## src/rtl/reset_pulse_sequencer.sv

```systemverilog
// Staged reset release sequencer: holds all outputs in reset, then
// releases them one stage at a time with a fixed gap between stages.
module reset_pulse_sequencer #(
  parameter int PULSE_CYCLES = 4,
  parameter int GAP_CYCLES   = 2,
  parameter int STAGES       = 3
) (
  input  logic              clk,
  input  logic              reset,
  input  logic              req,
  input  logic              hold,
  output logic [STAGES-1:0] reset_out,
  output logic              busy,
  output logic              done
);

  localparam int MAXC = (PULSE_CYCLES > GAP_CYCLES) ? PULSE_CYCLES : GAP_CYCLES;
  localparam int TW   = $clog2(MAXC + 1);
  localparam int IW   = (STAGES > 1) ? $clog2(STAGES) : 1;

  localparam logic [TW-1:0] P_LAST = TW'(PULSE_CYCLES - 1);
  localparam logic [TW-1:0] G_LAST = TW'(GAP_CYCLES - 1);
  localparam logic [IW-1:0] I_LAST = IW'(STAGES - 1);

  typedef enum logic [1:0] {
    IDLE    = 2'd0,
    ASSERT  = 2'd1,
    RELEASE = 2'd2
  } state_t;

  state_t            state_q, state_d;
  logic [TW-1:0]     timer_q, timer_d;
  logic [IW-1:0]     idx_q, idx_d;
  logic [STAGES-1:0] rout_q, rout_d;
  logic              busy_q, busy_d;
  logic              done_q, done_d;

  // State, timer, stage index and all outputs are registered here.
  always_ff @(posedge clk or posedge reset) begin
    if (reset) begin
      state_q <= ASSERT;
      timer_q <= '0;
      idx_q   <= '0;
      rout_q  <= '1;
      busy_q  <= 1'b1;
      done_q  <= 1'b0;
    end else begin
      state_q <= state_d;
      timer_q <= timer_d;
      idx_q   <= idx_d;
      rout_q  <= rout_d;
      busy_q  <= busy_d;
      done_q  <= done_d;
    end
  end

  // Next-state logic: a request or hold restarts the whole timeline,
  // otherwise the timer walks through the pulse and each release gap.
  always_comb begin
    state_d = state_q;
    timer_d = timer_q;
    idx_d   = idx_q;
    rout_d  = rout_q;
    done_d  = 1'b0;
    if (req || hold) begin
      state_d = ASSERT;
      timer_d = '0;
      idx_d   = '0;
      rout_d  = '1;
    end else begin
      unique case (state_q)
        IDLE: begin
          rout_d  = '0;
          timer_d = '0;
          idx_d   = '0;
        end
        ASSERT: begin
          if (timer_q == P_LAST) begin
            timer_d = '0;
            rout_d  = rout_q << 1;
            if (STAGES == 1) begin
              done_d  = 1'b1;
              state_d = IDLE;
              idx_d   = '0;
            end else begin
              state_d = RELEASE;
              idx_d   = IW'(1);
            end
          end else begin
            timer_d = timer_q + TW'(1);
          end
        end
        RELEASE: begin
          if (timer_q == G_LAST) begin
            timer_d = '0;
            rout_d  = rout_q << 1;
            if (idx_q == I_LAST) begin
              done_d  = 1'b1;
              state_d = IDLE;
              idx_d   = '0;
            end else begin
              idx_d = idx_q + IW'(1);
            end
          end else begin
            timer_d = timer_q + TW'(1);
          end
        end
        default: begin
          state_d = IDLE;
          timer_d = '0;
          idx_d   = '0;
          rout_d  = '0;
        end
      endcase
    end
    busy_d = |rout_d;
  end

  assign reset_out = rout_q;
  assign busy      = busy_q;
  assign done      = done_q;

endmodule

```

## config.mk

```make
export PLATFORM = sky130hd
export DESIGN_NAME = reset_pulse_sequencer
export DESIGN_NICKNAME = d
export VERILOG_FILES = /design/src/rtl/reset_pulse_sequencer.sv
export SDC_FILE = /design/constraint.sdc
export NUM_CORES = 1
export LEC_CHECK = 0
export ABC_AREA = 1
export BUFFER_PORTS_ARGS = -buffer_cell sky130_fd_sc_hd__buf_2
export CORE_MARGIN = 2
export CORE_UTILIZATION = 45
export CTS_CLUSTER_SIZE = 25
export DETAILED_ROUTE_END_ITERATION = 6
export PLACE_DENSITY_LB_ADDON = 0.25
export SETUP_SLACK_MARGIN = 0.3
export SYNTH_ARGS = -nofsm -noshare
export SYNTH_HDL_FRONTEND = slang
export SYNTH_SLANG_ARGS = --single-unit
export TNS_END_PERCENT = 20
```

## constraint.sdc

```tcl
create_clock -name clk -period 1.4 [get_ports clk]
set_input_delay 0 -clock clk [delete_from_list [all_inputs] [get_ports clk]]
set_output_delay 0 -clock clk [all_outputs]
set_load 0.03 [all_outputs]
```

Yosys cells after proc, flatten, opt, wreduce, memory -nomap -nowiden --
Cells that the tools add are included. W data, S select, Z words.
Storage, ports and cells: logic and storage cells 44, bits in registers 12, output and inout bits 5, bits of input ports 4
Operators by class: add/subtract/negate cells 2, reduce and logical (&&, ||, !) cells 5, equality and inequality tests 9, mux-type cells 22
Operators by type and width (count):
- $mux W3 | 6
- $mux W2 | 8
- $pmux W3 S2 | 2
- $ne A3 B3 Y1 const B | 3
- $pmux W2 S3 | 1
- $eq A2 B2 Y1 const B | 2
- $mux W1 | 4
- $pmux W2 S2 | 1
- $reduce_and A4 Y1 | 1
- $add A3 B1 Y3 const B | 1
- $eq A3 B1 Y1 const B | 1
- $eq A3 B2 Y1 const B | 1
- $reduce_or A3 Y1 | 1
- $add A2 B1 Y2 const B | 1
- $eq A2 B1 Y1 const B | 1
- $logic_not A2 Y1 | 1
- $ne A2 B2 Y1 const B | 1
- $reduce_and A2 Y1 | 1
- $logic_or A1 B1 Y1 | 1

Depth between registers and ports, before layout --
Gate-level depths: netlist of the first run.
depth in word-level cells 5, mapped depth 9, gate-level depth less buffers 9

Least setup slack after synthesis of the first run --
Ideal clock, no wire load.
kind flip-flop to flip-flop, from register state_q[0], to register busy_q (netlist: busy), cell stages (with the launch flop) 9, setup time 0.077 ns, arrival 1.306 ns, clock period less this slack 1.383 ns, required time 1.323 ns, path buffers 0, slack 0.017 ns, cell sequence dfstp_2 inv_1 ha_1 nand2_1 inv_1 nand2_1 nand2_1 nor2_2 nand2_1
On the way: word-level cells in the longest chain between the ends 4, elaborated cells on any way between the ends 5, classes of those cells eq/ne (2); mux (2); reduce/logical (1)
Ends and longest elaborated chain:
- start, declared | line 31 | state_t state_q, state_d;
- start signal, assigned | line 48 | state_q <= state_d;
- $eq A2 B2 Y1 / $eq A2 B1 Y1 (equally long branches) | line 71 | unique case (state_q)
- $pmux W3 S2 (*) | line 71
- $mux W3 (*) | line 65 | if (req || hold) begin
- $reduce_or A3 Y1 (*) | line 116 | busy_d = |rout_d;
- net busy_d | line 35 | logic busy_q, busy_d;
- end signal, assigned | line 52 | busy_q <= busy_d;
- end, declared | line 35
Mark *: on every way through the listed nets, which the timed path passes. The rest lies on a longest branch. A chain may end at the register's enable or synchronous reset.

Worst setup path after layout of the first run --
from register state_q[0], to register state_q[1]
On the way: word-level cells in the longest chain between the ends 3, elaborated cells on any way between the ends 10, classes of those cells eq/ne (6); mux (2); reduce/logical (2)
Ends and longest elaborated chain (line):
- $eq A2 B2 Y1 (tied with other cells) | 71
- $ne A3 B3 Y1 (no source line) (tied with other cells)
- $reduce_and A4 Y1 (no source line) / $mux W2 (equally long branches)
Parallel ways exist; a longest one is shown, timed or not.

==> out/qor.txt, run 1 <==
Post-synthesis net count - 98
Clk pwr share - 0.326
GRT overflow - 0
Final nets - 118
Core Area - 1520 um^2
CTS Buffer Depth - 2
Crit path buffers/inverters - 2
Vias post-DR - 594
Fin. Hold Viols - 0
Final Max Slew Viols - 0
Power per Cell Area - 725 nW/um^2
DIE WIDTH - 44.6 um
Synthesized area per cell - 8.61 um^2
Die area - 1990 um^2
Peak supply drop - 0.522 mV
DR DRC count - 0
Final worst-path cycle share - 0.972
Initial drt markers - 8
WS Path Type - register to register
Total wire length - 1490 um
H-tree depth - 1
Clock latency on the worst-skew pair - 280 ps
All-Layer GR Usage - 0.181
Peak fanout along the critical path - 6
Gpl congestion - 0.809
DRT Pass-1 Iters - 2
CP max stage cell - dfstp_2
Synth-to-Final Area Change - 31.1%
Leading cell type in the layout, fill and taps excluded - nand2_1
Arrival time at the worst endpoint - 1530 ps
Critical Path Source Type - register
Outcome - finished, final reports clean
Vias in the first global route - 593
Area after DPL - 855 um^2
FF-to-FF path depth - 8
Largest net degree at the start of global routing - 13
Required time worst endpoint - 1570 ps
Largest delay share family, worst path - flip-flops
Worst slew pin tran - 452 ps
Top cells by area, synth - dfrtp_1 (24%), dfstp_2 (18%), ha_1 (14%)
Antenna Violating Nets Remaining - 0
Antenna Diode Count - 0
Post-synthesis sequential area ratio - 0.414
Rows - 14
Hold Path Class - input port to asynchronous set/reset pin
Final clock skew - 9.35 ps
Vias per cell - 4.91
Fmax - 734 MHz
Share of the synthesized area in the top cell type - 0.236
Static Leak - 0.434 nW
Cell taking the most area after synthesis - dfrtp_1
Seq pwr share - 0.515
CP cell instances - inv_4 -> ha_4 -> nand2_4 -> nand2_4 -> inv_6 -> nand2_2 -> nand3_2 -> nand2_1
Critical path endpoint category - register
Yosys cell types - 24
P_sw - 0.193 mW
Final setup viols - 0
Synth Register Bits - 12
Slowest Stage Delay on Critical Path - 580 ps
Worst reg2reg startpoint - state_q[0]
Min cycle time layout - 1360 ps
Die height - 44.6 um
Setup_tns - 0 ps
Unrepaired setup endpoints after global routing - yes
Sw frac - 0.274
Most frequent cells in the layout - nand2_1 (14), inv_1 (12), nand2_2 (9), buf_2 (8), dfrtp_1 (7)
R2R Setup Slk - 40 ps
Share of cells above drive strength 1 - 0.514
Number of placed I/O pins - 9
Root Driver - clkbuf_4
CTS Sinks - 12
Max_cap viols - 0
Part of the power in combinational logic - 0.159
CTS tree - yes
Synth warn - 0
CP dominant cell by count - nand2_4
Input/output buffers - 8
Netlist area before placement - 741 um^2
Internal power - 0.511 mW
CTS clk-pin slew, worst paths - 80 ps
Synthesized instance count - 86
Inserted Clock Buffers - 3
Drt wl/cell - 12.3 um
Wire length of the first global-routing pass - 2550 um
Post-DP HPWL - 1120 um
Starting Density - 0.486
Final instance area - 971 um^2
Slew margin rel. - 0.698
RR Endpoint - state_q[1]
Initial antenna violation count - 0
==> worst min-delay path, stage by stage <==
cell and delay, ps:
dlygate4sd3_1 530, buf_2 120, inv_1 330
==> stage by stage <==
| stage | utilization | total power [mW] | instances | hold WS (ps) | setup WS (ps) |
|---|---|---|---|---|---|
| after floorplan | - | 0.438 | 86 | -139 | 166 |
| after detailed placement | 0.561 | 0.461 | 111 | 24.7 | 29.7 |
| after global placement | 0.561 | 0.459 | 111 | 17.9 | 59.4 |
| after global routing | 0.637 | 0.735 | 121 | 336 | -40.9 |
| after CTS | 0.608 | 0.693 | 118 | 275 | 35.5 |
| final | 0.637 | 0.704 | 121 | 264 | 38.5 |
==> layout make-up <==
class,count,area [um^2]
fill,137,553
multi-input combinational,56,443
sequential,12,307
timing repair buffer,15,100
inverter,18,75.1
clock buffer,4,26.3
tap,16,20.0
==> power by group through the flow <==
stage / Sequential [mW] / Clock (mW) / Combinational (mW)
6_report: 0.362 / 0.229 / 0.112
5_1_grt: 0.364 / 0.245 / 0.126
3_5_place_dp: 0.368 / 0 / 0.0929
2_1_floorplan: 0.373 / 0 / 0.0647
3_3_place_gp: 0.368 / 0 / 0.0907
4_1_cts: 0.363 / 0.228 / 0.102
==> worst max path at each step <==
stage,from,endpoint,slack [ps],cells after the start
detailed placement,state_q[0],busy,30,8
CTS,state_q[0],state_q[1],40,8
finish,state_q[0],state_q[1],40,8
global placement,state_q[0],busy,60,8
global route,state_q[0],busy,-40,8
floorplan,state_q[0],busy,170,8
==> synthesized netlist by cell type <==
| master | count |
|---|---|
| dfstp_2 | 5 |
| o21ai_2 | 1 |
| nor4_1 | 1 |
| nand2_2 | 5 |
| nor3_2 | 1 |
| a21oi_1 | 1 |
| dfrtp_1 | 7 |
| a21oi_2 | 1 |
| nand2_1 | 18 |
| nor2_2 | 2 |
| inv_1 | 14 |
| clkinv_1 | 1 |
| o22ai_1 | 1 |
| nand2_4 | 3 |
| nand4_1 | 1 |
| inv_2 | 2 |
| o21ai_0 | 1 |
| ha_1 | 8 |
| nand3_1 | 5 |
| inv_4 | 1 |
| o21ai_1 | 1 |
| nor2_4 | 1 |
| nor2_1 | 4 |
| or2_1 | 1 |
==> metal layers <==
metal  part of all wire  up-vias  GRT usage
li1                   -      303          -
met1               0.42      278      0.229
met2               0.52        8      0.299
met3              0.020        5     0.0245
met4              0.040        0     0.0909
met5                  0        -          0
==> registers in the layout, summed over array words and instances (netlist names) <==
signal,flops
busy,1
idx_q,2
reset_out,3
done,1
timer_q,3
state_q,2
==> cells by family after synthesis <==
group	share of synthesized area
simple gates	0.304
buf+inv	0.0946
flops	0.414
fa+ha+maj	0.135
compound gates	0.0524
==> what timing repair did <==
item	CTS	global route
pin swaps	3	6
buffers inserted	0	3
endpoints found under the hold margin	9	0
endpoints found under the setup margin	11	12
gates resized for setup	6	7
hold buffers	3	0
(Power assumes the default switching activity.)
==> run 2, diff against run 1 <==
- CORE_UTILIZATION: 45 -> 49
==> run 2 against run 1 <==
Largest power group unchanged. Fmax rose by 1.5%. Critical path type unchanged. Critical endpoint is now busy. Clock skew down 8.7 ps. Largest cell class unchanged. Non-clock buffer count decreased by 2. Sequential share of layout area up 0.75 points. Highest routed layer unchanged. First-iteration DRC count fell by 100%. Routed wire length decreased by 9.8%. Total power increased by 6.0%. Combinational power fell by 5%. Flip-flop and latch count unchanged.
==> out/qor.txt, run 2 (same netlist as run 1, synthesis figures left out) <==
Synth-to-Final Area Change - 28.0%
Drt wl/cell - 11.3 um
Required time worst endpoint - 1610 ps
DRT Pass-1 Iters - 1
Hold slack - 278 ps
Worst slew pin tran - 463 ps
Initial antenna violation count - 0
Outcome - finished, final reports clean
Min cycle time layout - 1340 ps
Unrepaired setup endpoints after global routing - yes
Final core utilization - 0.652
Fmax - 745 MHz
Die height - 42.9 um
Worst reg2reg startpoint - state_q[0]
Peak supply drop - 0.567 mV
RR Endpoint - busy
Wire length of the first global-routing pass - 2450 um
Final instance area - 948 um^2
CTS clk-pin slew, worst paths - 80 ps
Peak fanout along the critical path - 4
FF-to-FF path depth - 8
CTS Sinks - 12
Post-DP HPWL - 1060 um
CP cell instances - inv_2 -> ha_4 -> nand2_4 -> inv_1 -> nand2_1 -> nand2_1 -> nor2_1 -> nand2_1
CTS Buffer Depth - 2
Die area - 1840 um^2
DR WL met2 - 646 um
Dpl cells - 111
Static Leak - 0.433 nW
Final worst slack - 58.3 ps
Arrival time at the worst endpoint - 1550 ps
Vias per cell - 4.75
DR DRC count - 0
Metal1 wirelength - 632 um
Slowest Stage Delay on Critical Path - 560 ps
Routed wire length on met3 - 34 um
Final clock skew - 0.670 ps
Vias post-DR - 565
Most frequent cells in the layout - nand2_1 (15), inv_1 (12), buf_2 (8), nand2_2 (7), dfrtp_1 (7)
Largest delay share family, worst path - flip-flops
Worst slack, placed - 53.5 ps
Area after DPL - 855 um^2
Max_cap viols - 0
Gpl congestion - 0.830
Rows - 14
Core Area - 1450 um^2
Initial drt markers - 0
Setup_tns - 0 ps
Root Driver - clkbuf_4
R2R Setup Slk - 60 ps
Total wire length - 1340 um
CTS tree - yes
DIE WIDTH - 42.9 um
Finished Layout Cells - 119
Final nets - 116
Input/output buffers - 8
GRT overflow - 0
Largest net degree at the start of global routing - 13
Final worst-path cycle share - 0.958
Starting Density - 0.509
Fin. Hold Viols - 0
Inserted Clock Buffers - 3
Final setup viols - 0
Leading cell type in the layout, fill and taps excluded - nand2_1
Share of cells above drive strength 1 - 0.476
Fillers - 124
Setup crit start - state_q[0]
Hold Path Class - input port to asynchronous set/reset pin
Slew margin rel. - 0.691
Critical path endpoint category - register
Crit path buffers/inverters - 2
Vias in the first global route - 570
CP max stage cell - dfstp_2
Final Max Slew Viols - 0
Number of placed I/O pins - 9
Antenna Diode Count - 0
Top sig layer - met4
WS Path Type - register to register
Clock latency on the worst-skew pair - 270 ps
Antenna Violating Nets Remaining - 0
Total power - 0.746 mW
Critical Path Source Type - register
H-tree depth - 1
Power per Cell Area - 787 nW/um^2
CP dominant cell by count - nand2_1
All-Layer GR Usage - 0.181
run 2: cell count changes in the layout (fill, tap and decap cells not counted), sizes merged:
| cell | before | now |
|---|---|---|
| buf | 12 | 10 |
run 2: tightest hold or removal path: cells and delay by family:
family,cells,cell delay [ps]
buf+inv,3,990
run 2: layer usage:
layer / vias to the layer above / global-route usage
met3: 5 / 0.0255
li1: 299 / -
met4: 0 / 0.0938
met1: 253 / 0.242
met5: - / 0
met2: 8 / 0.282
run 2: report_power, final:
group	switching [mW]	internal, mW
clock	0.120	0.158
combinational	0.0647	0.0412
sequential	0.00598	0.356
run 2: worst max path at each step:
stage | end | slack, ps | cells past startpoint
final | busy | 60 | 8
after global routing | busy | -30 | 8
after CTS | busy | 60 | 8
after detailed placement | busy | 50 | 8
after global placement | busy | 90 | 8
after floorplan | busy | 170 | 8
run 2: cell type report:
class,count,area (um^2),area share
Timing Repair Buffer,13,85.1,0.0897
Tap cell,16,20.0,0.0211
Inverter,18,72.6,0.0765
Sequential cell,12,307,0.323
Clock buffer,4,36.3,0.0383
Multi-Input combinational cell,56,428,0.451
run 2: what timing repair did:
action | CTS | global route
setup buffers | 1 | 0
cloned | 0 | 0
hold buffers | 3 | 0
hold endpoints to repair | 8 | 0
resized for setup | 2 | 6
endpoints found under the setup margin | 11 | 12
==> run 3, diff against run 2 <==
- GPL_TIMING_DRIVEN: not set -> 0
==> run 3 against run 2 <==
Global-route usage down 0.16 points. Fmax rose by 0.91%. Count of clock-buffer cells in the layout unchanged. Sequential power about the same. Final cell count decreased by 0.84%. First-iteration DRC count is 8 higher. Cell area down 2.5%. Setup slack gained 12 ps. Utilization decreased by 1.6 points. Via count is 1.8% higher. Critical path type unchanged. Largest power group unchanged.
==> out/qor.txt, run 3 (same netlist as run 1, synthesis figures left out) <==
Outcome - finished, final reports clean
Synth-to-Final Area Change - 24.8%
Dpl cells - 110
Final setup viols - 0
Leading cell type in the layout, fill and taps excluded - nand2_1
Drt wl/cell - 11.1 um
Share of cells above drive strength 1 - 0.461
Antenna Diode Count - 0
CTS clk-pin slew, worst paths - 70 ps
Vias per cell - 4.87
Core Area - 1450 um^2
Initial antenna violation count - 0
Gpl congestion - 0.758
Fin. Hold Viols - 0
Starting Density - 0.509
Hold slack - 269 ps
Clock latency on the worst-skew pair - 270 ps
DIE WIDTH - 42.9 um
All-Layer GR Usage - 0.179
Static Leak - 0.417 nW
Antenna Violating Nets Remaining - 0
Most frequent cells in the layout - nand2_1 (15), inv_1 (12), nand2_2 (8), buf_2 (8), dfrtp_1 (6)
Arrival time at the worst endpoint - 1500 ps
Setup_tns - 0 ps
CP max stage cell - dfstp_2
Peak supply drop - 0.532 mV
Root Driver - clkbuf_4
Final worst slack - 70.5 ps
Critical path endpoint category - register
Final instance area - 925 um^2
Finished Layout Cells - 118
Final nets - 115
Peak fanout along the critical path - 6
Min cycle time layout - 1330 ps
Largest net degree at the start of global routing - 13
CP dominant cell by count - nand2_4
Initial drt markers - 8
Slowest Stage Delay on Critical Path - 560 ps
Rows - 14
Worst slack, placed - 58.5 ps
Worst slew pin tran - 457 ps
Hold Path Class - input port to asynchronous set/reset pin
H-tree depth - 1
Die area - 1840 um^2
Max_cap viols - 0
Area after DPL - 847 um^2
Input/output buffers - 8
Fmax - 752 MHz
Final worst-path cycle share - 0.950
Required time worst endpoint - 1570 ps
Multi-input logic area - 423 um^2
CTS tree - yes
Largest delay share family, worst path - flip-flops
Post-DP HPWL - 991 um
Power per Cell Area - 740 nW/um^2
DR DRC count - 0
DRT Pass-1 Iters - 4
Slew margin rel. - 0.695
Crit path buffers/inverters - 2
Number of placed I/O pins - 9
CP cell instances - inv_2 -> ha_4 -> nand2_4 -> nand2_4 -> inv_4 -> nand2_2 -> nand3_1 -> nand2_1
Inserted Clock Buffers - 3
WS Path Type - register to register
Total wire length - 1300 um
GRT overflow - 0
Total power - 0.684 mW
CTS Buffer Depth - 2
CTS Sinks - 12
Wire length of the first global-routing pass - 2340 um
Vias post-DR - 575
Final Max Slew Viols - 0
Die height - 42.9 um
Vias in the first global route - 541
Final core utilization - 0.636
Reg area - 308 um^2
Fillers - 120
Unrepaired setup endpoints after global routing - yes
Final clock skew - 2.56 ps
Critical Path Source Type - register
-- run 3: cell count changes in the layout (fill, tap and decap cells not counted), sizes merged --
cell    previous run  this run
clkinv             0         1
buf               10         9
inv               18        17
-- run 3: path summary, 6_finish.rpt --
path	end	depth (start not counted)	slack (ps)	startpoint
worst min register to register	state_q[0]	2	480	state_q[0]
worst max register to register	state_q[1]	8	70	state_q[0]
worst min-delay path	state_q[1]	3	270	reset
worst max-delay path	state_q[1]	8	70	state_q[0]
min in group clk	done	3	460	hold
max in group asynchronous	busy	3	790	reset
-- run 3: worst register-to-register path: cells and delay by family (launching register included) --
family	cells	cell delay, ps
adders and majority gates	1	190
buffers and inverters	2	160
DFF	1	560
and+or+nand+nor	5	320
-- run 3: report_power, final --
part | switching (mW) | leakage [nW] | internal [mW] | total (mW)
Sequential | 0.00633 | 0.148 | 0.357 | 0.363
Clock | 0.112 | 0.0150 | 0.111 | 0.222
Combinational | 0.0613 | 0.254 | 0.0376 | 0.0989
-- run 3: final cells by class --
cell class                 count  share of cell area
multi-input combinational     56               0.457
sequential                    12               0.333
timing repair buffer          12              0.0839
inverter                      18              0.0758
clock buffer                   4              0.0284
tap                           16              0.0217
-- run 3: metal layers --
layer  vias to the layer above  track usage  wire length (um)  part of all wire
li1                        296            -                 -                 -
met1                       260        0.218               560              0.43
met2                        15        0.276               650              0.50
met3                         4       0.0638                65             0.050
met4                         0       0.0938                27             0.021
met5                         -            0                 0                 0
-- run 3: repair_timing --
action	4_1_cts	5_1_grt
endpoints found under the setup margin	11	12
hold buffers	2	1
buffers inserted	1	0
pin swaps	3	0
gates resized for setup	4	2
endpoints found under the hold margin	9	1
